==> src/rtl/main_mem_banked.sv <==
// Banked main memory for the matrix CPU datapath: lane-masked writes, fixed-latency reads,
// Busy/DataValid handshake and an Error pulse for malformed or out-of-range requests.
module main_mem_banked #(
    parameter int                  DATA_W   = 256,
    parameter int                  DEPTH    = 12,
    parameter int                  ADDR_W   = 16,
    parameter int                  SEL_W    = 4,
    parameter logic [SEL_W-1:0]    MEM_SEL  = '0,
    parameter int                  READ_LAT = 2,
    parameter logic [DATA_W-1:0]   INIT0    = 256'h0001_0002_0003_0004_0005_0006_0007_0008_0009_000a_000b_000c_000d_000e_000f_0010,
    parameter logic [DATA_W-1:0]   INIT1    = 256'h0020_001f_001e_001d_001c_001b_001a_0019_0018_0017_0016_0015_0014_0013_0012_0011,
    parameter int                  LANES    = DATA_W / 16
) (
    input  logic                   Clk,
    input  logic                   nReset,
    input  logic [ADDR_W-1:0]      Address,
    input  logic [DATA_W-1:0]      DataIn,
    input  logic [LANES-1:0]       LaneEn,
    input  logic                   nRead,
    input  logic                   nWrite,
    output logic [DATA_W-1:0]      Dataout,
    output logic                   DataValid,
    output logic                   WriteAck,
    output logic                   Busy,
    output logic                   Error
);

    localparam int IW    = ADDR_W - SEL_W;
    localparam int IDX_W = (DEPTH > 1) ? $clog2(DEPTH) : 1;
    localparam int CNT_W = $clog2(READ_LAT + 1);

    typedef enum logic [1:0] {IDLE, RD_WAIT, RD_DONE} state_t;

    state_t             state, state_d;
    logic [CNT_W-1:0]   cnt, cnt_d;
    logic [IDX_W-1:0]   rd_idx, rd_idx_d;
    logic               busy_d, valid_d, ack_d, err_d, load_out, wr_en;

    logic [DATA_W-1:0]  mem [DEPTH];

    logic [IW-1:0]      idx;
    logic [IDX_W-1:0]   idx_short;
    logic               sel_hit, in_range;

    assign idx       = Address[IW-1:0];
    assign idx_short = IDX_W'(idx);
    assign sel_hit   = (Address[ADDR_W-1 -: SEL_W] == MEM_SEL);
    assign in_range  = (32'(idx) < DEPTH);

    // NOTE: every signal written here gets a default first, so no path leaves one unassigned
    // and no latch is inferred.
    always_comb begin
        state_d  = state;
        cnt_d    = cnt;
        rd_idx_d = rd_idx;
        busy_d   = Busy;
        valid_d  = 1'b0;
        ack_d    = 1'b0;
        err_d    = 1'b0;
        load_out = 1'b0;
        wr_en    = 1'b0;
        case (state)
            IDLE: begin
                if (sel_hit) begin
                    if (!nRead && !nWrite) begin
                        err_d = 1'b1;
                    end else if (!nRead || !nWrite) begin
                        if (!in_range) begin
                            err_d = 1'b1;
                        end else if (!nRead) begin
                            rd_idx_d = idx_short;
                            cnt_d    = CNT_W'(READ_LAT - 1);
                            busy_d   = 1'b1;
                            state_d  = (READ_LAT == 1) ? RD_DONE : RD_WAIT;
                        end else begin
                            wr_en = 1'b1;
                            ack_d = 1'b1;
                        end
                    end
                end
            end
            RD_WAIT: begin
                cnt_d = cnt - CNT_W'(1);
                if (cnt <= CNT_W'(1)) state_d = RD_DONE;
            end
            RD_DONE: begin
                // Requests seen on this edge are still ignored; the next IDLE edge may accept.
                load_out = 1'b1;
                valid_d  = 1'b1;
                busy_d   = 1'b0;
                state_d  = IDLE;
            end
            default: state_d = IDLE;
        endcase
    end

    // NOTE: sequential state uses non-blocking assignments so every register samples the
    // pre-edge values regardless of statement order.
    always_ff @(negedge Clk or negedge nReset) begin
        if (!nReset) begin
            state     <= IDLE;
            cnt       <= '0;
            rd_idx    <= '0;
            Dataout   <= '0;
            DataValid <= 1'b0;
            WriteAck  <= 1'b0;
            Busy      <= 1'b0;
            Error     <= 1'b0;
        end else begin
            state     <= state_d;
            cnt       <= cnt_d;
            rd_idx    <= rd_idx_d;
            DataValid <= valid_d;
            WriteAck  <= ack_d;
            Busy      <= busy_d;
            Error     <= err_d;
            if (load_out) Dataout <= mem[rd_idx];
        end
    end

    // NOTE: the array is deliberately reset because words 0 and 1 carry boot contents; this
    // keeps it in flops rather than a RAM macro, which is acceptable at this depth.
    always_ff @(negedge Clk or negedge nReset) begin
        if (!nReset) begin
            for (int w = 0; w < DEPTH; w++) begin
                mem[w] <= (w == 0) ? INIT0 : (w == 1) ? INIT1 : '0;
            end
        end else if (wr_en) begin
            for (int l = 0; l < LANES; l++) begin
                if (LaneEn[l]) mem[idx_short][16*l +: 16] <= DataIn[16*l +: 16];
            end
        end
    end

endmodule

==> config.mk <==
export PLATFORM = sky130hd
export DESIGN_NAME = main_mem_banked
export DESIGN_NICKNAME = d
export VERILOG_FILES = /design/src/rtl/main_mem_banked.sv
export SDC_FILE = /design/constraint.sdc
export NUM_CORES = 2
export LEC_CHECK = 0
export CORE_ASPECT_RATIO = 1.2
export CORE_MARGIN = 8
export CORE_UTILIZATION = 50
export CTS_CLUSTER_DIAMETER = 50
export DETAILED_ROUTE_END_ITERATION = 10
export DONT_BUFFER_PORTS = 1
export GPL_TIMING_DRIVEN = 0
export HOLD_SLACK_MARGIN = 0.06
export SLEW_MARGIN = 0
export SYNTH_ARGS = -nofsm -noshare
export SYNTH_HDL_FRONTEND = slang
export SYNTH_SLANG_ARGS = --single-unit
==> constraint.sdc <==
create_clock -name Clk -period 6.17 [get_ports Clk]
set_clock_uncertainty 0.05 [all_clocks]
set_input_delay 1.234 -clock Clk [delete_from_list [all_inputs] [get_ports Clk]]
set_output_delay 1.234 -clock Clk [all_outputs]
set_load 0.02 [all_outputs]
==> metrics <==
synthesis-to-finish area growth=14.2%; Most Used Layer, Global Route=met2; maximum number of pins on one net before global-route repair=201; number of enable flip-flop cells after synthesis=0; length of the first detailed-routing pass in iterations=7; Mapped Cells=9871; hold violation total from the final report=0; setup repair after global routing missed its margin=true; Syn Nets=10200; count of standard-cell rows=220; Final Util=57.3%; H-tree depth=5; last weighted congestion value of the routability-driven placer=0.814; measured slew at the worst slew-check pin=1450 ps; hold slack final=375 ps; DIE WIDTH=516 um; highest ir drop seen on vdd=0.202 mV; Port-buffer cells=0; proportion of total power due to net switching=22.1%; number of distinct standard cells referenced by the synthesized netlist=44; post-route setup slack=-95.9 ps; CTS Root Buffer Type=clkbuf_16; number of setup violations in the final report=156; layout cells sized above 1=41.9%; run status=finished, violations left; drt via density=5.86; Total Nets Final=10800; Post-Synthesis Mean Instance Area=15.2 sq um; count of final max-slew check failures=0; clock transition at the register clock pins on the worst setup and hold paths after CTS=50 ps; placeable core area=299000 sq um; maximum clock insertion buffer count=4; element type at the critical path start=input pin; wire length of the first global-routing pass=636 mm; count of vias placed by the detailed router=87000; global routing met3 resource utilization=6.93%; required time of the critical path=3710 ps; vias in the first global route=95300; failing checks=setup timing; remaining antenna violation count=0; gr ovfl total=0; GR Util All Layers=26.3%; global routing met1 resource utilization=33.1%; share of the synthesized area in the top cell type=54.4%; initial antenna violation count=51; DRC viols=0; Ys Warns=0; sinks on the clock net=3340; vertical die dimension=616 um; most numerous cell types in the synthesized netlist=3259 x dfrtn_1, 2941 x mux2_2, 647 x mux2_1; worst-case setup slack after placement=-2650 ps; ys async rst share=100%; drt initial violations=5243; die area=318000 sq um; leading register cell type out of synthesis=dfrtn_1; Critical Path Sink Type=register; average routed wire per standard cell=28.6 um; maximum fanout along the worst path=10; setup slack on the worst flop-to-flop path=2360 ps; cells taking the most area after synthesis=dfrtn_1 54%, mux2_2 22%, mux2_1 4.9%; switching power=10300 uW; Final Power=46500 uW; Max Cap Violations=0; clock buffer count from CTS=382; number of synthesized register bits=3340; headroom to the max-slew limit=3.03%; CP arrival=3810 ps; HPWL after DPL=291 mm; proportion of synthesized chip area in sequential cells=55.8%; initial core utilization=50.2%; clock latency reported for the late side of the worst-skew pair=890 ps; count leader, synth=dfrtn_1; classification of the worst setup path=input pin to register; area of the mapped netlist=150000 sq um; Power per Cell Area=272 nW/um^2; static leakage power=0.0833 uW; final routed wirelength across all metal layers=425 mm; clock tree from TritonCTS=yes; Top-Level Pins=552; part of the total power dissipated in the clock network=50.6%; hold buffer count at cts=0; met2 Usage GRT=44.2%; HP Class=register to register; internal power=36200 uW; Sequential Power Share=47.4%; biggest area consumer among synthesized cells=dfrtn_1; combinational share of power=2.0%
==> power by group through the flow <==
| stage | clock network (uW) | logic (uW) | registers (uW) |
|---|---|---|---|
| finish | 23600 | 931 | 22000 |
| global route | 25000 | 1050 | 22000 |
| CTS | 24000 | 938 | 22000 |
| detailed placement | 80.5 | 893 | 22400 |
| global placement | 80.5 | 400 | 22400 |
| floorplan | 80.5 | 235 | 22400 |
==> per-layer routing <==
layer	vias to the layer above	share of wire, %
li1	38000	-
met1	46600	40
met2	1695	49
met3	669	6.7
met4	32	3.9
met5	-	0.057
==> worst max-delay path: stages <==
cell and delay, ps:
nor4_4 310, buf_12 170, buf_6 310, nand4_2 450, nor2_2 530, buf_2 370, mux2_2 380
==> layout by cell type, fill, tap and decap left out, types with 74 or more instances in the layout <==
cell type  instances
clkbuf_16        405
buf_2             85
mux4_2           256
buf_6             89
o21ai_0          256
dfrtn_1         3259
mux2_2          2941
nor2_8            74
mux2i_1          513
dfstp_2           81
inv_1            100
o221ai_1         256
mux2_1           647
a22oi_1          513
clkbuf_1         578
buf_4            111
==> flip-flops by register name, summed over array words and instances (netlist names) <==
name and count:
Busy 1, DataValid 1, rd_idx 4, Dataout 256, Error 1, WriteAck 1
mem 3072, cnt 2, state 2
==> final cells by class <==
cell class	count	area [sq um]
buffer	851	4280
antenna	66	165
timing repair buffer	132	2100
inverter	3	11.3
tap	3996	5000
clock inverter	268	2360
multi-input combinational	5676	62600
clock buffer	512	11000
fill	23900	128000
sequential	3340	83700
==> stage by stage <==
| step | cells | setup TNS, ps | instance area [sq um] |
|---|---|---|---|
| after floorplan | 9871 | -366270 | 150000 |
| after global placement | 13900 | -7198130 | 155000 |
| after detailed placement | 13900 | -8915750 | 156000 |
| after CTS | 14700 | -117110 | 170000 |
| after global routing | 14800 | -14410 | 171000 |
| final | 14800 | -6530 | 171000 |
==> final timing paths <==
check | startpoint | end | depth (start not counted)
worst max register to register | rd_idx[0] | Dataout[11] | 8
worst max-delay path | Address[6] | mem[606] | 7
max in group asynchronous | nReset | mem[165] | 4
worst min register to register | mem[140] | mem[140] | 1
worst min-delay path | mem[140] | mem[140] | 1
min in group asynchronous | nReset | mem[999] | 0
==> cell families (layout without fill, tap and decap cells) <==
logic type | Yosys count | count (layout) | synth area share (%)
adders and majority gates | 2 | 2 | 0.0150
and+or+nand+nor | 288 | 288 | 2.26
buffers and inverters | 855 | 1766 | 2.75
AOI/OAI and AO/OA | 1029 | 1029 | 4.94
other | 0 | 66 | 0
DFF | 3340 | 3340 | 55.8
muxes | 4357 | 4357 | 34.2
==> what timing repair did <==
item                                    4_1_cts  5_1_grt
endpoints found under the setup margin     4779     2415
resized for setup                            41       42
cloned                                        9        6
pin swaps                                    25       23
setup buffers                                33       58
hold endpoints to repair                      0        0
No activity file was read; power rests on OpenSTA's default activity.
